File: src/rtl/sram_pkg.sv
// ---------------------------------------------------------------------------
// sram_pkg
// Shared definitions for the asynchronous-SRAM burst controller: default
// parameter values, the controller state encoding and the width of the beat /
// turnaround down-counter.
// ---------------------------------------------------------------------------
package sram_pkg;

  localparam int DEF_ADDR_W      = 13;
  localparam int DEF_DATA_W      = 8;
  localparam int DEF_WAIT_CYCLES = 2;   // legal 0..15
  localparam int DEF_LEN_W       = 4;
  localparam int DEF_TURN_CYCLES = 1;   // legal 1..7

  // Wide enough for WAIT_CYCLES (max 15) and TURN_CYCLES-1 (max 6).
  localparam int CNT_W = 4;

  typedef enum logic [2:0] {
    ST_IDLE    = 3'd0,
    ST_READ    = 3'd1,
    ST_WR_WAIT = 3'd2,
    ST_WRITE   = 3'd3,
    ST_WR_REC  = 3'd4,
    ST_TURN    = 3'd5
  } state_e;

endpackage

File: src/rtl/sram_beat_timer.sv
// ---------------------------------------------------------------------------
// sram_beat_timer
// Loadable down-counter that paces SRAM beats and bus turnaround. Loading N
// makes done_o go high N cycles later (immediately for N = 0), so a phase
// that loads N lasts N+1 cycles when it ends on done_o.
//
// Ports
//   clk, reset    clock, synchronous active-high reset
//   load_i        load load_val_i this edge (wins over counting)
//   load_val_i    value to load
//   done_o        counter has reached zero
// ---------------------------------------------------------------------------
module sram_beat_timer
  import sram_pkg::*;
(
  input  logic             clk,
  input  logic             reset,
  input  logic             load_i,
  input  logic [CNT_W-1:0] load_val_i,
  output logic             done_o
);

  logic [CNT_W-1:0] count_q;

  // NOTE: sequential state is updated with non-blocking assignments so every
  // register samples the pre-edge values of the others.
  always_ff @(posedge clk) begin
    if (reset) begin
      count_q <= '0;
    end else if (load_i) begin
      count_q <= load_val_i;
    end else if (count_q != '0) begin
      count_q <= count_q - CNT_W'(1);
    end
  end

  assign done_o = (count_q == '0);

endmodule

File: src/rtl/sram_burst_ctrl.sv
// ---------------------------------------------------------------------------
// sram_burst_ctrl
// Burst controller for an asynchronous SRAM. Accepts one read or write burst
// command at a time, paces each beat for WAIT_CYCLES+1 cycles and leaves the
// bus idle for TURN_CYCLES cycles after every burst.
//
// Ports
//   clk, reset                 clock, synchronous active-high reset
//   cmd_valid/cmd_ready        command handshake (ready only in IDLE)
//   cmd_re, cmd_addr, cmd_len  1 = read; start address; beats minus one
//   wr_data/wr_valid/wr_ready  write beat handshake (ready only in WR_WAIT)
//   rd_data/rd_valid           read beat data with one-cycle strobe
//   busy                       controller not in IDLE
//   sram_address               SRAM address pins
//   sram_data_write/_read      SRAM data out / in
//   sram_data_oe               drive SRAM data pins
//   n_ce1, ce2, n_we, n_oe     SRAM strobes decoded from ce/we/oe registers
// ---------------------------------------------------------------------------
module sram_burst_ctrl
  import sram_pkg::*;
#(
  parameter int ADDR_W      = DEF_ADDR_W,
  parameter int DATA_W      = DEF_DATA_W,
  parameter int WAIT_CYCLES = DEF_WAIT_CYCLES,
  parameter int LEN_W       = DEF_LEN_W,
  parameter int TURN_CYCLES = DEF_TURN_CYCLES
) (
  input  logic              clk,
  input  logic              reset,
  input  logic              cmd_valid,
  output logic              cmd_ready,
  input  logic              cmd_re,
  input  logic [ADDR_W-1:0] cmd_addr,
  input  logic [LEN_W-1:0]  cmd_len,
  input  logic [DATA_W-1:0] wr_data,
  input  logic              wr_valid,
  output logic              wr_ready,
  output logic [DATA_W-1:0] rd_data,
  output logic              rd_valid,
  output logic              busy,
  output logic [ADDR_W-1:0] sram_address,
  output logic [DATA_W-1:0] sram_data_write,
  input  logic [DATA_W-1:0] sram_data_read,
  output logic              sram_data_oe,
  output logic              n_ce1,
  output logic              ce2,
  output logic              n_we,
  output logic              n_oe
);

  localparam logic [CNT_W-1:0] BEAT_LOAD = CNT_W'(WAIT_CYCLES);
  localparam logic [CNT_W-1:0] TURN_LOAD = CNT_W'(TURN_CYCLES - 1);

  state_e              state_q, state_d;
  logic                ce_q, ce_d;
  logic                we_q, we_d;
  logic                oe_q, oe_d;
  logic                data_oe_q, data_oe_d;
  logic                cmd_ready_q, cmd_ready_d;
  logic                wr_ready_q, wr_ready_d;
  logic                rd_valid_q, rd_valid_d;
  logic                busy_q, busy_d;
  logic [ADDR_W-1:0]   addr_q, addr_d;
  logic [DATA_W-1:0]   wdata_q, wdata_d;
  logic [DATA_W-1:0]   rdata_q, rdata_d;
  logic [LEN_W-1:0]    beats_q, beats_d;     // beats remaining after the current one

  logic                tmr_load;
  logic [CNT_W-1:0]    tmr_val;
  logic                tmr_done;

  sram_beat_timer u_timer (
    .clk        (clk),
    .reset      (reset),
    .load_i     (tmr_load),
    .load_val_i (tmr_val),
    .done_o     (tmr_done)
  );

  // NOTE: every signal written here gets a default first, so no path leaves
  // it unassigned and no latch is inferred.
  always_comb begin
    state_d    = state_q;
    ce_d       = ce_q;
    we_d       = we_q;
    oe_d       = oe_q;
    data_oe_d  = data_oe_q;
    addr_d     = addr_q;
    wdata_d    = wdata_q;
    rdata_d    = rdata_q;
    beats_d    = beats_q;
    rd_valid_d = 1'b0;
    tmr_load   = 1'b0;
    tmr_val    = '0;

    unique case (state_q)
      ST_IDLE: begin
        // cmd_ready_q is low in the first cycle after reset even though the
        // state is IDLE, so it gates acceptance rather than the state alone.
        if (cmd_valid && cmd_ready_q) begin
          addr_d  = cmd_addr;
          beats_d = cmd_len;
          ce_d    = 1'b1;
          we_d    = 1'b0;
          if (cmd_re) begin
            state_d   = ST_READ;
            oe_d      = 1'b1;
            data_oe_d = 1'b0;
            tmr_load  = 1'b1;
            tmr_val   = BEAT_LOAD;
          end else begin
            state_d   = ST_WR_WAIT;
            oe_d      = 1'b0;
            data_oe_d = 1'b1;
          end
        end
      end

      ST_READ: begin
        if (tmr_done) begin
          rdata_d    = sram_data_read;
          rd_valid_d = 1'b1;
          tmr_load   = 1'b1;
          if (beats_q != '0) begin
            // Next beat follows directly with ce/oe still asserted.
            beats_d = beats_q - LEN_W'(1);
            addr_d  = addr_q + ADDR_W'(1);
            tmr_val = BEAT_LOAD;
          end else begin
            ce_d    = 1'b0;
            oe_d    = 1'b0;
            state_d = ST_TURN;
            tmr_val = TURN_LOAD;
          end
        end
      end

      ST_WR_WAIT: begin
        if (wr_valid && wr_ready_q) begin
          wdata_d  = wr_data;
          we_d     = 1'b1;
          state_d  = ST_WRITE;
          tmr_load = 1'b1;
          tmr_val  = BEAT_LOAD;
        end
      end

      ST_WRITE: begin
        if (tmr_done) begin
          we_d    = 1'b0;
          state_d = ST_WR_REC;
        end
      end

      // Single recovery cycle: address and data stay put after we falls.
      ST_WR_REC: begin
        if (beats_q != '0) begin
          beats_d = beats_q - LEN_W'(1);
          addr_d  = addr_q + ADDR_W'(1);
          state_d = ST_WR_WAIT;
        end else begin
          ce_d      = 1'b0;
          data_oe_d = 1'b0;
          state_d   = ST_TURN;
          tmr_load  = 1'b1;
          tmr_val   = TURN_LOAD;
        end
      end

      ST_TURN: begin
        if (tmr_done) begin
          state_d = ST_IDLE;
        end
      end

      default: state_d = ST_IDLE;
    endcase

    // Handshake and status outputs are registered copies of the next state.
    cmd_ready_d = (state_d == ST_IDLE);
    wr_ready_d  = (state_d == ST_WR_WAIT);
    busy_d      = (state_d != ST_IDLE);
  end

  always_ff @(posedge clk) begin
    if (reset) begin
      state_q     <= ST_IDLE;
      ce_q        <= 1'b0;
      we_q        <= 1'b0;
      oe_q        <= 1'b0;
      data_oe_q   <= 1'b0;
      cmd_ready_q <= 1'b0;
      wr_ready_q  <= 1'b0;
      rd_valid_q  <= 1'b0;
      busy_q      <= 1'b0;
      addr_q      <= '0;
      wdata_q     <= '0;
      rdata_q     <= '0;
      beats_q     <= '0;
    end else begin
      state_q     <= state_d;
      ce_q        <= ce_d;
      we_q        <= we_d;
      oe_q        <= oe_d;
      data_oe_q   <= data_oe_d;
      cmd_ready_q <= cmd_ready_d;
      wr_ready_q  <= wr_ready_d;
      rd_valid_q  <= rd_valid_d;
      busy_q      <= busy_d;
      addr_q      <= addr_d;
      wdata_q     <= wdata_d;
      rdata_q     <= rdata_d;
      beats_q     <= beats_d;
    end
  end

  assign cmd_ready       = cmd_ready_q;
  assign wr_ready        = wr_ready_q;
  assign rd_valid        = rd_valid_q;
  assign rd_data         = rdata_q;
  assign busy            = busy_q;
  assign sram_address    = addr_q;
  assign sram_data_write = wdata_q;
  assign sram_data_oe    = data_oe_q;

  // Strobe pins decode straight from the ce/we/oe registers.
  assign n_ce1 = ~ce_q;
  assign ce2   = ce_q;
  assign n_we  = ~we_q;
  assign n_oe  = ~oe_q;

endmodule
File: config.mk
export PLATFORM = sky130hd
export DESIGN_NAME = sram_burst_ctrl
export DESIGN_NICKNAME = d
export VERILOG_FILES = /design/src/rtl/sram_pkg.sv /design/src/rtl/sram_beat_timer.sv /design/src/rtl/sram_burst_ctrl.sv
export SDC_FILE = /design/constraint.sdc
export NUM_CORES = 1
export LEC_CHECK = 0
export CAP_MARGIN = 25
export CORE_MARGIN = 2
export CORE_UTILIZATION = 43
export DETAILED_ROUTE_END_ITERATION = 8
export GPL_TIMING_DRIVEN = 0
export PLACE_DENSITY_LB_ADDON = 0.2
export SLEW_MARGIN = 5
export SYNTH_ARGS = -nofsm -noshare
export SYNTH_HDL_FRONTEND = slang
export SYNTH_SLANG_ARGS = --single-unit
File: constraint.sdc
create_clock -name clk -period 1.9 [get_ports clk]
set_input_delay 0.38 -clock clk [delete_from_list [all_inputs] [get_ports clk]]
set_output_delay 0.38 -clock clk [all_outputs]
set_load 0.01 [all_outputs]
; Word-level counts from Yosys, hierarchy flattened
; Index checks and enable logic that the tools add are counted.
[totals]
regBits = 48
input_bits = 38
out_inout_bits = 38
elab_cells = 99
[op_classes]
addsub = 3
n_eq_ne = 12
n_mux = 46
n_bitwise = 4
reduce_logical = 20
[ops]
columns = operator, count
row1 = two-way mux 13 bit, 3
row2 = one-hot mux 13 bit (3 select lines), 1
row3 = two-way mux 3 bit, 7
row4 = two-way mux 4 bit, 5
row5 = one-hot mux 3 bit (6 select lines), 1
row6 = two-way mux 1 bit, 16
row7 = adder 13 x 1 -> 13 bit (second input constant), 1
row8 = two-way mux 2 bit, 6
row9 = inequality test 2 bit (second input constant), 6
row10 = one-hot mux 4 bit (3 select lines), 1
row11 = equality test 3 x 2 -> 1 bit (second input constant), 3
row12 = nonzero test 3 bit, 3
row13 = AND reduction 4 bit, 2
row14 = nonzero test 4 bit, 2
row15 = subtractor 4 x 1 -> 4 bit (second input constant), 2
row16 = equality test 3 bit (second input constant), 2
row17 = logical NOT 3 bit, 2
row18 = one-hot mux 1 bit (3 select lines), 2
row19 = one-hot mux 2 bit (3 select lines), 1
row20 = AND reduction 3 bit, 2
row21 = nonzero test 2 bit, 3
row22 = logical NOT 4 bit, 1
row23 = inverter 1 bit, 4
row24 = one-hot mux 1 bit (2 select lines), 2
row25 = other kinds (5), 7

; Depth between registers and ports, before layout
[depth]
depth_word = 5
depth_mapped = 8
ltp_nobuf = 6

; Cells and area by module
; Synthesis repeated with hierarchy kept, for this count alone.
[hier_totals]
cells_unflattened = 309
hier_area_um2 = 2422.3
[by_module_without_submodules]
columns = module, n_inst, cells_each, area_per_inst_um2, seq_area_each_um2
row1 = sram_burst_ctrl, 1, 285, 2193.4, 880.8
row2 = sram_beat_timer, 1, 24, 229.0, 80.1

; Worst setup path after synthesis
; OpenSTA, ideal clock, no wires.
[synth_timing]
kind = reg2reg
startpoint = reg beats_q[0]
endpoint = reg beats_q[1]
setup_time_ns = 0.131
arrival_ns = 1.614
required_time_ns = 1.769
setup_slack_ns = 0.155
path_stages_with_launch = 9
n_path_buf = 2
period_less_slack_ns = 1.745
cell_sequence = dfxtp_1 > inv_1 > ha_1 > or3b_1 > buf_2 > and4_1 > buf_6 > o221ai_1 > a21oi_1
[synth_between]
elab_chain_len = 4
elab_cells_between_ends = 5
classes_between = add/sub: 1 / mux: 3 / reduce/logical: 1
[synth_lines]
columns = element, line
row1 = from (decl), sram_burst_ctrl.sv:66  ; logic [LEN_W-1:0] beats_q, beats_d;
row2 = from (signal assigned), sram_burst_ctrl.sv:213  ; beats_q <= beats_d;
row3 = subtractor 4 x 1 -> 4 bit or nonzero test 4 bit (tied branches), n/a
row4 = two-way mux 4 bit *, "sram_burst_ctrl.sv:124, sram_burst_ctrl.sv:157"
row5 = two-way mux 4 bit, sram_burst_ctrl.sv:120  ; if (tmr_done) begin
row6 = one-hot mux 4 bit (3 select lines) *, sram_burst_ctrl.sv:96  ; unique case (state_q)
; Mark *: on every way between the ends. The rest lies on a longest branch, timed or not. The select of a mux whose other input is x is not followed.
; A chain may end at the register's enable or synchronous reset.

; Worst setup path in the final report
[layout_timing]
startpoint = reg beats_q[1]
endpoint = reg addr_q[3], in the netlist sram_address[3]
[layout_between]
elab_chain_len = 4
[layout_lines]
columns = element, line
row1 = nonzero test 4 bit *, "sram_burst_ctrl.sv:124, sram_burst_ctrl.sv:157"
row2 = two-way mux 13 bit *, n/a
row3 = two-way mux 13 bit, n/a
row4 = one-hot mux 13 bit (3 select lines) *, n/a
row5 = to (signal assigned), sram_burst_ctrl.sv:210  ; addr_q <= addr_d;
row6 = to (decl), sram_burst_ctrl.sv:63  ; logic [ADDR_W-1:0] addr_q, addr_d;
; Marked as above.

==> impl_results.html <==
<table>
<tr><th>Metric</th><th>Value</th></tr>
<tr><th colspan="2">Placed design</th></tr>
<tr><td>Number of I/O port buffers</td><td>75</td></tr>
<tr><td>HPWL after detailed placement</td><td>~5100 um</td></tr>
<tr><td>RD Place Congestion</td><td>0.861</td></tr>
<tr><th colspan="2">Worst setup path</th></tr>
<tr><td>Critical Path Start Type</td><td>register</td></tr>
<tr><td>Worst Path Required</td><td>~2.1 ns</td></tr>
<tr><td>CP Class</td><td>register to register</td></tr>
<tr><td>Number of cell instances on the worst register-to-register path</td><td>9</td></tr>
<tr><td>Endpoint of the worst-slack reg-to-reg timing path</td><td>sram_address[3]</td></tr>
<tr><td>Worst reg2reg startpoint</td><td>beats_q[1]</td></tr>
<tr><td>Source of the critical timing path</td><td>beats_q[1]</td></tr>
<tr><td>Largest fanout on the critical path</td><td>6</td></tr>
<tr><td>Arrival time of data at the critical path endpoint</td><td>between 2 and 2.5 ns</td></tr>
<tr><td>Worst reg-to-reg setup slack</td><td>~0.024 ns</td></tr>
<tr><td>Critical Path Sink Type</td><td>register</td></tr>
<tr><th colspan="2">Pwr</th></tr>
<tr><td>Reported leakage power</td><td>1.48 nW</td></tr>
<tr><td>Worst IR Drop VDD</td><td>around 0.59 mV</td></tr>
<tr><td>P per Cell Area</td><td>around 1200 nW/um^2</td></tr>
<tr><th colspan="2">Layout</th></tr>
<tr><td>P&amp;R area growth vs syn</td><td>46.0%</td></tr>
<tr><td>Filler cell count in the final layout</td><td>508</td></tr>
<tr><td>Layout cell share with drive strength beyond 1</td><td>16.7%</td></tr>
<tr><td>Number of antenna repair diodes</td><td>0</td></tr>
<tr><td>Number of nets in the final layout</td><td>about 410</td></tr>
<tr><th colspan="2">STA</th></tr>
<tr><td>Max-slew violation count</td><td>0</td></tr>
<tr><td>Transition time of the tightest slew-check pin</td><td>0.562 ns</td></tr>
<tr><td>Fin Hold WS</td><td>roughly 0.49 ns</td></tr>
<tr><td>Worst clock skew on the final layout</td><td>0.00785 ns</td></tr>
<tr><td>Fmax</td><td>approximately 530 MHz</td></tr>
<tr><td>Post-route minimum period</td><td>1.88 ns</td></tr>
<tr><td>Sum of negative setup slack</td><td>0 ns</td></tr>
<tr><td>Headroom to the max-slew limit</td><td>a little over three fifths</td></tr>
<tr><td>Final setup violation count</td><td>0</td></tr>
<tr><td>Final critical-path share of the clock period</td><td>98.7%</td></tr>
<tr><td>Count of endpoints failing hold in the final timing report</td><td>0</td></tr>
<tr><th colspan="2">Floorplanning</th></tr>
<tr><td>IO Pins</td><td>between 70 and 80</td></tr>
<tr><td>Std-Cell Core Area</td><td>roughly 6000 um^2</td></tr>
<tr><td>Die width</td><td>81.3 um</td></tr>
<tr><td>Floorplan row count</td><td>28</td></tr>
<tr><td>Die Footprint</td><td>between 6000 and 7000 um^2</td></tr>
<tr><td>Initial cell density of the core</td><td>43.9%</td></tr>
<tr><td>Height of the chip</td><td>~81 um</td></tr>
<tr><th colspan="2">Route</th></tr>
<tr><td>Total Routed Length</td><td>~7600 um</td></tr>
<tr><td>Number of search-and-repair iterations in the first detailed-routing pass</td><td>7</td></tr>
<tr><td>Vias</td><td>2574</td></tr>
<tr><td>Number of antenna-violating nets in the routed design</td><td>0</td></tr>
<tr><td>Vias per Instance</td><td>between 5 and 6</td></tr>
<tr><td>Avg WL per Cell</td><td>about 17 um</td></tr>
<tr><td>Initial drt markers</td><td>around 260</td></tr>
<tr><td>Residual DRC count</td><td>0</td></tr>
<tr><th colspan="2">Global routing</th></tr>
<tr><td>Global-route wire length before repair</td><td>around 12000 um</td></tr>
<tr><td>Overall overflow remaining after global route</td><td>0</td></tr>
<tr><td>Overall fraction of global-route tracks in use</td><td>about 23%</td></tr>
<tr><td>Fraction of met2 tracks used by global routing</td><td>about 37%</td></tr>
<tr><td>Fraction of met1 tracks used by global routing</td><td>around a third</td></tr>
<tr><td>Maximum number of pins on one net before global-route repair</td><td>17</td></tr>
<tr><td>Via count of the first global-routing pass</td><td>roughly 2500</td></tr>
<tr><td>Highest-utilization routing layer at the global route stage</td><td>met2</td></tr>
<tr><td>Initial antenna violation count</td><td>0</td></tr>
<tr><td>Met3 Use GR</td><td>between 3 and 4%</td></tr>
<tr><th colspan="2">Logic synthesis</th></tr>
<tr><td>Async set-reset flop share out of synthesis</td><td>0%</td></tr>
<tr><td>Synthesized netlist net count</td><td>around 320</td></tr>
<tr><td>Netlist cell types</td><td>slightly below 60</td></tr>
<tr><td>Synth Instances</td><td>~280</td></tr>
<tr><td>Count of flip-flops with a built-in enable after synthesis</td><td>0</td></tr>
<tr><td>Number of storage elements in the synthesis netlist</td><td>between 40 and 50</td></tr>
<tr><td>Syn. warnings</td><td>0</td></tr>
<tr><td>Mean post-synth cell area</td><td>approximately 9.2 um^2</td></tr>
<tr><td>Sequential element share of the synthesized area</td><td>37.4%</td></tr>
<tr><td>Dominant synthesized flop cell</td><td>dfxtp_1</td></tr>
<tr><td>Cell Area, Synth</td><td>2570 um^2</td></tr>
<tr><th colspan="2">Clock network</th></tr>
<tr><td>Total number of clock tree sinks</td><td>between 40 and 50</td></tr>
<tr><td>Master cell of the clock root buffer</td><td>clkbuf_8</td></tr>
<tr><td>H-Tree Depth</td><td>2</td></tr>
<tr><td>Later-pin clock latency in the skew report</td><td>between 0.3 and 0.4 ns</td></tr>
<tr><td>CTS tree</td><td>done</td></tr>
<tr><td>Deepest clock path buffer count</td><td>2</td></tr>
<tr><td>CTS clk-pin slew, worst paths</td><td>around 0.1 ns</td></tr>
<tr><td>Inserted Clock Buffers</td><td>5</td></tr>
<tr><td>Cts hold-fix bufs</td><td>0</td></tr>
<tr><th colspan="2">Worst hold path</th></tr>
<tr><td>Hold Crit Class</td><td>register to register</td></tr>
<tr><td>Number of cells on the worst hold path</td><td>2</td></tr>
<tr><td>Worst Hold Path EP</td><td>oe_q</td></tr>
<tr><td>Hold path start</td><td>oe_q</td></tr>
<tr><th colspan="2">Run status</th></tr>
<tr><td>Result of the run</td><td>finished, final reports clean</td></tr>
<tr><th colspan="2">Run</th></tr>
<tr><td>Max-capacitance violation count</td><td>0</td></tr>
</table>
-- state kept, by name (all words and copies together) (netlist names) --
signal,cells
wr_ready,1
beats_q,4
state_q,3
sram_data_write,8
u_timer.count_q,4
busy,1
sram_data_oe,1
sram_address,13
rd_data,8
rd_valid,1
ce2,1
oe_q,1
cmd_ready,1
we_q,1
-- layout make-up --
type	count	area, um^2	area share [%]
Multi-Input combinational cell	198	1540	40.9
Clock inverter	3	68.8	1.83
Timing Repair Buffer	82	823	21.9
Buffer	21	143	3.80
Sequential cell	48	963	25.7
Inverter	15	56.3	1.50
Tap cell	75	93.8	2.50
Clock buffer	5	68.8	1.83
-- how the worst max path moves through the flow --
stage                 endpoint  slack [ns]  cells past startpoint
2_1_floorplan       beats_q[1]        0.15                      8
3_3_place_gp      sram_data_oe       -0.19                      4
3_5_place_dp      sram_data_oe       -0.15                      4
4_1_cts              cmd_ready      -0.004                      7
5_1_grt        sram_address[7]       -0.02                      9
6_report       sram_address[3]        0.02                      9
-- layout by cell type (no fill, tap or decap), types with 3 or more instances in the layout --
cell type	n
clkdlybuf4s50_1	75
dfxtp_1	46
nor2_1	27
mux2i_1	18
inv_1	12
o32ai_1	11
a21oi_1	11
nand2_1	10
nand2b_1	10
buf_6	9
a22oi_1	9
nand3_1	8
clkbuf_1	7
nor3_1	7
o21ai_0	7
a2bb2oi_1	6
buf_4	5
o31a_1	5
clkbuf_8	5
and4_1	4
buf_2	4
nor4_1	4
and3_1	4
inv_2	3
nand4_1	3
a31oi_1	3
xnor2_1	3
-- cell families (layout without fill, tap and decap cells) --
group,after synthesis,count (layout),synth area share [%]
multiplexers,18,18,7.01
adder cells (fa/ha/maj),4,4,1.85
flip-flops,48,48,37.4
AND/OR/NAND/NOR,96,97,21.8
buffers and inverters,36,126,6.91
AO/OA/AOI/OAI,75,75,23.4
XOR/XNOR,4,4,1.65
-- critical path, stage by stage (launching register included) --
cell and delay [ns]:
dfxtp_1 0.35, inv_2 0.08, ha_4 0.14, or3b_4 0.37, buf_6 0.15, a22oi_4 0.20
buf_6 0.15, buf_6 0.11, a22oi_1 0.08, o32ai_1 0.13
-- cell usage after synthesis, drive strengths merged (2+ instances only) --
cell	instances	share of area, %
dfxtp	48	37
nor2	28	4.7
mux2i	18	7.0
inv	15	2.2
o32ai	13	5.0
buf	12	3.4
a21oi	11	2.1
a22oi	11	3.7
nand2	11	1.6
nand2b	10	2.4
clkbuf	9	1.3
nand3	8	1.6
nor3	8	1.6
o21ai	7	1.4
a2bb2oi	6	2.0
o31a	5	1.7
and3	4	0.97
and4	4	1.4
nand4	4	1.2
nor3b	4	1.6
nor4	4	0.97
o22ai	4	0.97
xnor2	4	1.7
a31oi	3	0.73
ha	3	1.5
a211oi	2	0.78
a221oi	2	0.68
and2	2	0.49
nor4b	2	0.68
or3b	2	0.68
-- layer usage --
layer  share of wire (%)  vias up  wire, um
met5                   0        -         0
met4                 1.1        0        86
met3                 5.9       11       448
met2                  48      106      3620
met1                  45     1226      3450
li1                    -     1231         -
-- where the power goes --
group / internal [mW] / switching (mW) / total [mW]
clock: 0.530 / 0.380 / 0.911
combinational: 1.09 / 1.03 / 2.12
sequential: 1.18 / 0.173 / 1.35
-- stage by stage --
| step | instances | utilization (%) | power [mW] | cell area (um^2) | worst slack, ns |
|---|---|---|---|---|---|
| floorplan | 281 | - | 2.50 | 2570 | 0.155 |
| global placement | 431 | 58.4 | 3.06 | 3420 | -0.191 |
| detailed placement | 431 | 58.4 | 3.09 | 3420 | -0.148 |
| CTS | 443 | 62.4 | 4.20 | 3650 | -0.00367 |
| global route | 447 | 64.2 | 4.61 | 3750 | -0.0237 |
| finish | 447 | 64.2 | 4.38 | 3750 | 0.0244 |
-- timing repair --
action	CTS	global route
gates resized for setup	13	22
buffers inserted	2	4
cloned	2	0
pin swaps	4	3
setup endpoints to repair	21	31
(Power assumes the default switching activity.)
